===== config.mk =====
export PLATFORM = sky130hd
export DESIGN_NAME = fetch_stage_flat
export DESIGN_NICKNAME = d
export VERILOG_FILES = /design/src/rtl/fetch_stage_if.sv /design/src/rtl/fetch_stage.sv /design/src/flat_wrapper.sv
export SDC_FILE = /design/constraint.sdc
export NUM_CORES = 1
export LEC_CHECK = 0
export ABC_AREA = 1
export BUFFER_PORTS_ARGS = -buffer_cell sky130_fd_sc_hd__clkbuf_2
export CORE_UTILIZATION = 61
export CTS_BUF_LIST = sky130_fd_sc_hd__clkbuf_4 sky130_fd_sc_hd__clkbuf_8 sky130_fd_sc_hd__clkbuf_16
export DETAILED_ROUTE_END_ITERATION = 10
export PLACE_DENSITY = 0.89
export RECOVER_POWER = 25
export SYNTH_ARGS = -nofsm -noshare
export SYNTH_HDL_FRONTEND = slang
export SYNTH_SLANG_ARGS = --single-unit

===== constraint.sdc =====
create_clock -name clk -period 5.15 [get_ports clk]
set_clock_uncertainty 0.1 [all_clocks]
set_input_delay 0.7725 -clock clk [delete_from_list [all_inputs] [get_ports clk]]
set_output_delay 0.7725 -clock clk [all_outputs]
set_load 0.005 [all_outputs]

===== src/rtl/fetch_stage_if.sv =====
// -----------------------------------------------------------------------------
// fetch_stage_if
// Instruction-memory request/acknowledge bus between the fetch stage and the
// instruction memory.
//   ImemReq    fetch request (fetch -> memory)
//   ImemAddr   32-bit fetch address, stable while a request waits
//   ImemAck    data valid this cycle; only meaningful while ImemReq=1
//   ImemRdata  32-bit instruction word returned with ImemAck
// Modports: master = fetch stage, slave = instruction memory.
// -----------------------------------------------------------------------------
interface fetch_stage_if;
   logic        ImemReq;
   logic [31:0] ImemAddr;
   logic        ImemAck;
   logic [31:0] ImemRdata;

   modport master (
      output ImemReq,
      output ImemAddr,
      input  ImemAck,
      input  ImemRdata
   );

   modport slave (
      input  ImemReq,
      input  ImemAddr,
      output ImemAck,
      output ImemRdata
   );
endinterface


===== src/rtl/fetch_stage.sv =====
// -----------------------------------------------------------------------------
// fetch_stage
// Instruction-fetch stage: owns the program counter (PCF), runs the instruction
// memory handshake and loads the IF/ID pipeline register. Tolerates a
// multi-cycle memory: bubbles on wait states, parks a fetched word while IF is
// stalled, and remembers a redirect that arrives while a fetch is outstanding.
//
// Parameter:
//   RESET_PC   PCF value after reset
// Ports:
//   clk, rst_n        clock, asynchronous active-low reset
//   StallIF           hold PCF and the in-flight fetch
//   StallID           hold the IF/ID register
//   PCSrcD/PCBranchD  taken branch/jump from decode and its target
//   imem              instruction-memory bus (master side)
//   InstrD/PCPlus4D/ValidD  IF/ID register (ValidD=0 is a bubble, InstrD=0)
//
// Build option:
//   FETCH_DELAY_SLOT_EN  when defined, the word fetched at redirect time is
//                        delivered as a delay-slot instruction instead of
//                        being flushed.
// -----------------------------------------------------------------------------
module fetch_stage #(
   parameter logic [31:0] RESET_PC = 32'h0000_0000
) (
   input  logic                 clk,
   input  logic                 rst_n,
   input  logic                 StallIF,
   input  logic                 StallID,
   input  logic                 PCSrcD,
   input  logic [31:0]          PCBranchD,
   fetch_stage_if.master        imem,
   output logic [31:0]          InstrD,
   output logic [31:0]          PCPlus4D,
   output logic                 ValidD
);

`ifdef FETCH_DELAY_SLOT_EN
   localparam bit DelaySlot = 1'b1;
`else
   localparam bit DelaySlot = 1'b0;
`endif

   typedef enum logic [1:0] {StStart, StReq, StHold} fetchStateT;

   fetchStateT  stateQ, stateNxt;
   logic [31:0] pcfQ, pcfNxt;
   logic [31:0] holdBufQ, holdBufNxt;
   logic [31:0] holdPc4Q, holdPc4Nxt;
   logic        redirPendQ, redirPendNxt;
   logic [31:0] redirPcQ, redirPcNxt;
   logic [31:0] instrNxt, pcPlus4Nxt;
   logic        validNxt;

   logic [31:0] pcPlus4F;
   logic        redirAcc;
   logic        keepWord;

   assign pcPlus4F = pcfQ + 32'd4;
   // A redirect only counts when decode holds a real instruction and advances.
   assign redirAcc = PCSrcD & ValidD & ~StallID;
   // Whether a word returning now is a real instruction or a wrong-path word.
   assign keepWord = DelaySlot | (~redirAcc & ~redirPendQ);

   // ---------------------------------------------------------------- state reg
   always_ff @(posedge clk or negedge rst_n) begin
      if (!rst_n) begin
         stateQ <= StStart;
      end else begin
         stateQ <= stateNxt;
      end
   end

   // --------------------------------------------------------------- next state
   always_comb begin
      stateNxt = stateQ;
      unique case (stateQ)
         StStart: stateNxt = StReq;
         StReq: begin
            if (imem.ImemAck && StallIF && keepWord) begin
               stateNxt = StHold;
            end
         end
         StHold: begin
            if (!StallID) begin
               stateNxt = StReq;
            end
         end
         default: stateNxt = StStart;
      endcase
   end

   // ------------------------------------------------------------------ outputs
   always_comb begin
      imem.ImemReq  = (stateQ == StReq);
      imem.ImemAddr = pcfQ;
   end

   // ------------------------------------------------------- datapath next-state
   always_comb begin
      pcfNxt       = pcfQ;
      holdBufNxt   = holdBufQ;
      holdPc4Nxt   = holdPc4Q;
      redirPendNxt = redirPendQ;
      redirPcNxt   = redirPcQ;
      instrNxt     = InstrD;
      pcPlus4Nxt   = PCPlus4D;
      validNxt     = ValidD;

      // Decode consumes IF/ID whenever it is not stalled; refill with a bubble
      // unless a word is delivered below.
      if (!StallID) begin
         instrNxt   = '0;
         pcPlus4Nxt = '0;
         validNxt   = 1'b0;
      end

      unique case (stateQ)
         StReq: begin
            if (imem.ImemAck) begin
               if (keepWord) begin
                  if (StallIF) begin
                     holdBufNxt = imem.ImemRdata;
                     holdPc4Nxt = pcPlus4F;
                  end else if (!StallID) begin
                     instrNxt   = imem.ImemRdata;
                     pcPlus4Nxt = pcPlus4F;
                     validNxt   = 1'b1;
                  end
               end
               // Redirects override StallIF on the PC.
               if (redirAcc) begin
                  pcfNxt = PCBranchD;
               end else if (redirPendQ) begin
                  pcfNxt = redirPcQ;
               end else begin
                  pcfNxt = pcPlus4F;
               end
               redirPendNxt = 1'b0;
            end else if (redirAcc) begin
               // Address must stay stable until the memory answers.
               redirPendNxt = 1'b1;
               redirPcNxt   = PCBranchD;
            end
         end
         StHold: begin
            if (!StallID && (DelaySlot || !redirAcc)) begin
               instrNxt   = holdBufQ;
               pcPlus4Nxt = holdPc4Q;
               validNxt   = 1'b1;
            end
            if (redirAcc) begin
               pcfNxt = PCBranchD;
            end
         end
         default: ;
      endcase
   end

   // ------------------------------------------------------------ datapath regs
   always_ff @(posedge clk or negedge rst_n) begin
      if (!rst_n) begin
         pcfQ       <= RESET_PC;
         holdBufQ   <= '0;
         holdPc4Q   <= '0;
         redirPendQ <= 1'b0;
         redirPcQ   <= '0;
         InstrD     <= '0;
         PCPlus4D   <= '0;
         ValidD     <= 1'b0;
      end else begin
         pcfQ       <= pcfNxt;
         holdBufQ   <= holdBufNxt;
         holdPc4Q   <= holdPc4Nxt;
         redirPendQ <= redirPendNxt;
         redirPcQ   <= redirPcNxt;
         InstrD     <= instrNxt;
         PCPlus4D   <= pcPlus4Nxt;
         ValidD     <= validNxt;
      end
   end

endmodule


===== src/flat_wrapper.sv =====
// flat-port wrapper written by rule: the top's interface ports become plain ports
module fetch_stage_flat 
#(
   parameter logic [31:0] RESET_PC = 32'h0000_0000
)
  (clk, rst_n, StallIF, StallID, PCSrcD, PCBranchD, InstrD, PCPlus4D, ValidD, imem_ImemReq, imem_ImemAddr, imem_ImemAck, imem_ImemRdata);
  fetch_stage_if imem_i ();
  input  logic clk;
  input  logic rst_n;
  input  logic StallIF;
  input  logic StallID;
  input  logic PCSrcD;
  input  logic [31:0] PCBranchD;
  output logic [31:0] InstrD;
  output logic [31:0] PCPlus4D;
  output logic ValidD;
  output wire logic [$bits(imem_i.ImemReq)-1:0] imem_ImemReq;
  output wire logic [$bits(imem_i.ImemAddr)-1:0] imem_ImemAddr;
  input wire logic [$bits(imem_i.ImemAck)-1:0] imem_ImemAck;
  input wire logic [$bits(imem_i.ImemRdata)-1:0] imem_ImemRdata;
  assign imem_ImemReq = imem_i.ImemReq;
  assign imem_ImemAddr = imem_i.ImemAddr;
  assign imem_i.ImemAck = imem_ImemAck;
  assign imem_i.ImemRdata = imem_ImemRdata;
  fetch_stage #(.RESET_PC(RESET_PC)) u_core (.clk(clk), .rst_n(rst_n), .StallIF(StallIF), .StallID(StallID), .PCSrcD(PCSrcD), .PCBranchD(PCBranchD), .imem(imem_i), .InstrD(InstrD), .PCPlus4D(PCPlus4D), .ValidD(ValidD));
endmodule

==> results of run 1 <==
## power by group
part	switching [W]	total [W]	internal [W]
Combinational	0.00177	0.00267	0.000896
Sequential	0.000450	0.00257	0.00212
Clock	0.000622	0.00125	0.000628
Total	0.00285	0.00649	0.00365
## sequential cells by signal, summed over array words and instances, names as in the netlist
name,count
u_core.holdBufQ,32
u_core.imem.ImemAddr,32
u_core.redirPendQ,1
u_core.stateQ,2
u_core.PCPlus4D,32
u_core.InstrD,32
u_core.ValidD,1
u_core.holdPc4Q,32
u_core.redirPcQ,32
## metrics by stage
step	power, W	setup slack (ns)	cells	cell area, sq um	util [%]
global placement	0.00507	2.31	1635	10900	67.8
floorplan	0.00437	3.21	1324	10200	-
detailed placement	0.00520	2.14	1635	10900	67.8
global route	0.00698	1.49	1667	11500	71.1
finish	0.00649	2.05	1667	11500	71.1
CTS	0.00646	2.22	1666	11500	71.2
## final timing paths
check	to	slack [ns]	cells past startpoint
worst max register to register	u_core.holdBufQ[23]	2.17	5
worst max-delay path	u_core.imem.ImemAddr[28]	2.05	2
min in group asynchronous	u_core.InstrD[3]	1.09	1
worst min register to register	u_core.redirPcQ[0]	0.38	2
max in group clk	u_core.holdBufQ[23]	2.17	5
worst min-delay path	u_core.redirPcQ[0]	0.38	2
## kinds of logic (layout without fill, tap and decap cells)
kind of cell,Yosys count,count (layout),share of synthesized area (%)
AND/OR/NAND/NOR,630,630,25.8
AO/OA/AOI/OAI,280,280,14.6
adder cells (fa/ha/maj),5,5,0.614
XOR/XNOR,12,12,1.03
multiplexers,12,12,1.31
other,0,1,0
flip-flops,196,196,48.1
buffers and inverters,189,315,8.50
## final cells by class
cell class	count	area share, %
Antenna cell	1	0.0218
Sequential cell	196	42.8
Timing Repair Buffer	175	7.78
Inverter	109	3.59
Multi-Input combinational cell	939	38.7
Tap cell	216	2.36
Clock buffer	17	3.71
Clock inverter	14	1.05
## Yosys cell counts (5+ instances only)
master	count	area share [%]
mux2_2	11	1.2
buf_6	8	0.88
buf_4	12	0.88
a21oi_1	95	4.7
nand2_2	6	0.37
o21ai_1	23	1.1
inv_2	6	0.22
buf_2	15	0.74
inv_1	100	3.7
o21ai_0	127	6.2
ha_1	5	0.61
clkbuf_1	39	1.4
nor2_1	87	3.2
nand2_1	389	14
xor2_1	9	0.77
nand3_1	131	6.4
dfrtp_1	196	48
a22oi_1	21	1.5
nor2_2	6	0.37
## per-layer routing
layer / vias up / track usage (%)
met5: - / 0
met4: 0 / 12.8
met3: 53 / 5.67
met2: 464 / 50.7
met1: 4533 / 46.3
li1: 4537 / -
==> out/results.ini, run 1 <==
[cts]
cts-root-buf = clkbuf_16
htree_levels = 4
ctsResizeCount = 0
clk_latency_ns = 0.44
cts_tree = done
post_cts_buffers = 0
clock-sinks = 196
path_clk_slew_ns = 0.07
cts-hold-fix-buffers = 0
cts_buffer_depth = 2
cts-buffers-inserted = 17

[setup_path]
cp_max_fo = 114
path_cells = clkbuf_2 > buf_4
path_buf_inv = 2
end_kind = async pin
crit_required_ns = 5.59
cpPeakStageDelay_ns = 1.90
cp_slowest_cell = clkbuf_2
cpLargestDelayFamily = buffers and inverters
rr_startpoint = u_core.redirPendQ
start_kind = input pin
cp.arrival_ns = 3.53
critPathLaunch = rst_n
critPathKind = in2async

[hold_path]
min_path_type = reg2reg
min-delay-start = u_core.redirPcQ[0]

[global_route]
grt_pass1_wl_um = 45200
grt_start_max_net_pins = 115
grt_pass1_vias = 9006
grt_usage_pct = 32.8
grt.overflow.total = 0
antenna_found_initial = 1

[run_status]
violations = capacitance limit, slew limit
status = complete, but fails checks

[timing]
relSlewSlack_pct = -86.2
maxSlewViolCount = 115
setup_viol = 0
worstMarginPinSlew_ns = 2.79
fmax_mhz = 323
fin_setup_tns_ns = 0
fin_crit_sh_pct = 60.1
finalCriticalPeriod_ns = 3.10
hold-worst-slack_ns = 0.376
rsz0062_at_grt = no
finalHoldViolCount = 0

[synthesis]
synthesis.area_sq_mm = 0.0102
synthArstFlopShare_pct = 100
avgSynthCellArea_sq_um = 7.70
syn_nets = 1399
syn_inst = 1324
synth-seq-cells = 196
yosysWarnings = 0
synth_seq_area_share_pct = 48.1
synth_edf_count = 0
synth_cell_type_count = 39
synth_ff_type = dfrtp_1

[floorplan]
die_w_um = 131
start_util_pct = 63.2
rows = 46
die_y_um = 131
io_pins = 168
core-area_sq_mm = 0.0161
dieArea_sq_mm = 0.0172

[routing]
routed_via_density = 5.75
drc = 0
vias = 9587
routed_wl_um = 27100
wl_met2_um = 12400
routed-wl-met3_um = 2210
wire_per_inst_um = 16.3
drt-initial-drc-count = 869
dr.pass1.iters = 5
met1_length_um = 11800
ant_nets = 0
top_layer = met4

[final_layout]
fillers = 1276
drive_gt1_share_pct = 16.8
final_common_cell = nand2_1
multi_input_area_sq_mm = 0.00444
finalNetCount = 1513
final_cell_mix = 389 x nand2_1, 196 x dfrtp_1, 164 x clkbuf_2, 130 x nand3_1, 127 x o21ai_0
area_growth_pct = 12.5
seq_area_sq_mm = 0.00490

[pwr]
power.density_mw_per_mm2 = 566
leakage_nw = 6.09
ir_worst_vdd_v = 0.000332

[placement]
port-buffer-count = 167
gp_congestion = 0.930
dp_hpwl_um = 18100

[flow_run]
drv_cap = 1

Power figures use the tool's default switching activity.
==> run 2, diff against run 1 <==
ABC_AREA = 0   (was 1)
CORE_UTILIZATION = 51   (was 61)
PLACE_DENSITY = 0.81   (was 0.89)
clock period = 2.7 ns   (was 5.15 ns; I/O delays follow)
==> run 2 against run 1 <==
Effect of this change:
- the flow still finishes with violations (capacitance limit, slew limit)
- sequential power grew 80%
- final cell count shrank 24%
- non-clock buffer count grew 28
- sequential cell count is the same
- hold slack lost 0.27 ns
- power grew 67%
- area after synthesis shrank 8.0%
- critical path type is now reg2reg
==> out/results.ini, run 2 <==
[global_route]
grt_pass1_wl_um = 37200
grt_usage_pct = 25.5
grt_pass1_vias = 7058
antenna_found_initial = 1
grt_start_max_net_pins = 66
grt.overflow.total = 0

[cts]
htree_levels = 4
clk_latency_ns = 0.44
ctsResizeCount = 0
post_cts_buffers = 0
clock-sinks = 196
cts_tree = done
path_clk_slew_ns = 0.08
cts_buffer_depth = 2
cts-root-buf = clkbuf_16
cts-buffers-inserted = 17

[pwr]
p_total_w = 0.0108
leakage_nw = 5.22
pwr-share-comb_pct = 33.9
pwr-share-seq_pct = 42.6
clock_power_share_pct = 23.5
p_int_w = 0.00664
p_sw_share_pct = 38.7
ir_worst_vdd_v = 0.000593
power_switching_w = 0.00419
power.density_mw_per_mm2 = 976

[routing]
routed_via_density = 6.01
routed_wl_um = 23500
wire_per_inst_um = 18.6
dr.pass1.iters = 6
vias = 7595
ant_nets = 0
drt-initial-drc-count = 594
drc = 0

[setup_path]
end_kind = register
rr_startpoint = u_core.imem.ImemAddr[2]
rr_worst_depth = 6
critPathKind = reg2reg
start_kind = register
cp_max_fo = 7
r2r_end = u_core.imem.ImemAddr[28]
crit_required_ns = 2.92
cp.arrival_ns = 2.69
reg2reg_slack_ns = 0.23

[timing]
finalHoldViolCount = 0
finalCriticalPeriod_ns = 2.47
worstMarginPinSlew_ns = 1.67
fin_crit_sh_pct = 91.4
rsz0062_at_grt = no
fin_setup_tns_ns = 0
relSlewSlack_pct = -11.0
fmax_mhz = 405
maxSlewViolCount = 65
hold-worst-slack_ns = 0.110
setup_viol = 0

[synthesis]
synth-seq-cells = 196
syn_nets = 949
syn_inst = 874
synthArstFlopShare_pct = 100
synth_edf_count = 0
synth_ff_type = dfrtp_1
yosysWarnings = 0
synthesis.area_sq_mm = 0.00938
synth_seq_area_share_pct = 52.3
yosysTopAreaCellShare_pct = 52.3
synth.most_common_cell = dfrtp_1
avgSynthCellArea_sq_um = 10.7
synth_top_cell_by_area = dfrtp_1
ys_top_cells_by_count = 196 x dfrtp_1, 80 x nand2_1, 75 x a22o_1
yosys-top-cells-area = dfrtp_1 52%, mux2_2 8.4%, a22o_1 7.0%
synth_cell_type_count = 52

[final_layout]
final_cell_mix = 196 x dfrtp_1, 168 x clkbuf_2, 79 x nand2_1, 75 x a22o_1, 70 x mux2_2
area_growth_pct = 18.4
final_common_cell = dfrtp_1
multi_input_area_sq_mm = 0.00413
seq_area_sq_mm = 0.00490
fillers = 1459
finalNetCount = 1095
drive_gt1_share_pct = 31.0

[floorplan]
dieArea_sq_mm = 0.0189
core-area_sq_mm = 0.0180
die_w_um = 138
io_pins = 168
start_util_pct = 52.2
rows = 49
die_y_um = 138

[flow_run]
drv_cap = 1

[placement]
gp_congestion = 0.932
port-buffer-count = 167
dp_hpwl_um = 16500

[hold_path]
whs_path_depth = 2
min-delay-start = PCBranchD[22]
min_path_type = in2reg
worstHoldEndpoint = u_core.redirPcQ[22]

[run_status]
violations = capacitance limit, slew limit
status = complete, but fails checks

run 2: cell types whose count changed in the layout (fill, tap and decap cells not counted), sizes merged, moves of 66 or more:
cell,delta
inv,-96
a22o,+75
nand3,-112
nor2,-66
o21ai,-73
nand2,-315
run 2: critical path, cell delays in order, from the launching register on:
cell,delay (ns)
dfrtp_1,0.47
ha_1,0.26
nand2_1,0.22
or4_4,0.67
nor3_4,0.25
o21ai_1,0.09
a211o_1,0.30
run 2: power groups by stage:
stage	clock [W]	sequential, W	combinational, W
final	0.00254	0.00462	0.00367
after CTS	0.00260	0.00460	0.00368
after floorplan	0	0.00446	0.00244
after global routing	0.00270	0.00475	0.00407
after detailed placement	0	0.00465	0.00367
after global placement	0	0.00460	0.00357
run 2: timing repair:
action | in CTS | in global routing
endpoints found under the setup margin | 0 | 0
endpoints found under the hold margin | 62 | 0
hold buffers | 1 | 0
run 2: worst max path at each step:
| stage | start | to | slack (ns) |
|---|---|---|---|
| finish | u_core.imem.ImemAddr[2] | u_core.imem.ImemAddr[28] | 0.23 |
| global route | rst_n | u_core.InstrD[9] | 0.08 |
| CTS | u_core.imem.ImemAddr[2] | u_core.imem.ImemAddr[26] | 0.25 |
| detailed placement | u_core.imem.ImemAddr[2] | u_core.imem.ImemAddr[28] | 0.27 |
| global placement | u_core.imem.ImemAddr[2] | u_core.imem.ImemAddr[26] | 0.36 |
| floorplan | u_core.imem.ImemAddr[2] | u_core.imem.ImemAddr[26] | 0.48 |
run 2: kinds of logic after synthesis:
family                     count (synthesis)  synth area share [%]
AOI/OAI and AO/OA                        286                  20.6
and+or+nand+nor                          201                  11.2
DFF                                      196                  52.3
buffers and inverters                     84                  3.76
muxes                                     74                  8.83
xor gates and xnor gates                  28                  2.62
adders and majority gates                  5                 0.667
run 2: per-layer routing:
metal	GRT usage [%]	wire [um]	vias to the layer above
li1	-	-	3533
met5	0	0	-
met2	37.9	10600	306
met1	36.4	10700	3720
met3	6.03	1760	36
met4	8.67	460	0
run 2: layout make-up:
type | count | share of cell area (%)
antenna | 1 | 0.0225
clock buffer | 17 | 3.83
clock inverter | 15 | 1.56
inverter | 8 | 0.270
multi-input combinational | 594 | 37.2
sequential | 196 | 44.2
tap | 229 | 2.58
timing repair buffer | 203 | 10.3
run 2: metrics by stage:
step | std cells | utilization, % | setup slack, ns | cell area, sq um
after floorplan | 874 | - | 0.475 | 9380
after global placement | 1229 | 58.5 | 0.358 | 10500
after detailed placement | 1229 | 58.5 | 0.274 | 10500
after CTS | 1262 | 61.9 | 0.250 | 11100
after global routing | 1263 | 61.8 | 0.0804 | 11100
final | 1263 | 61.8 | 0.232 | 11100
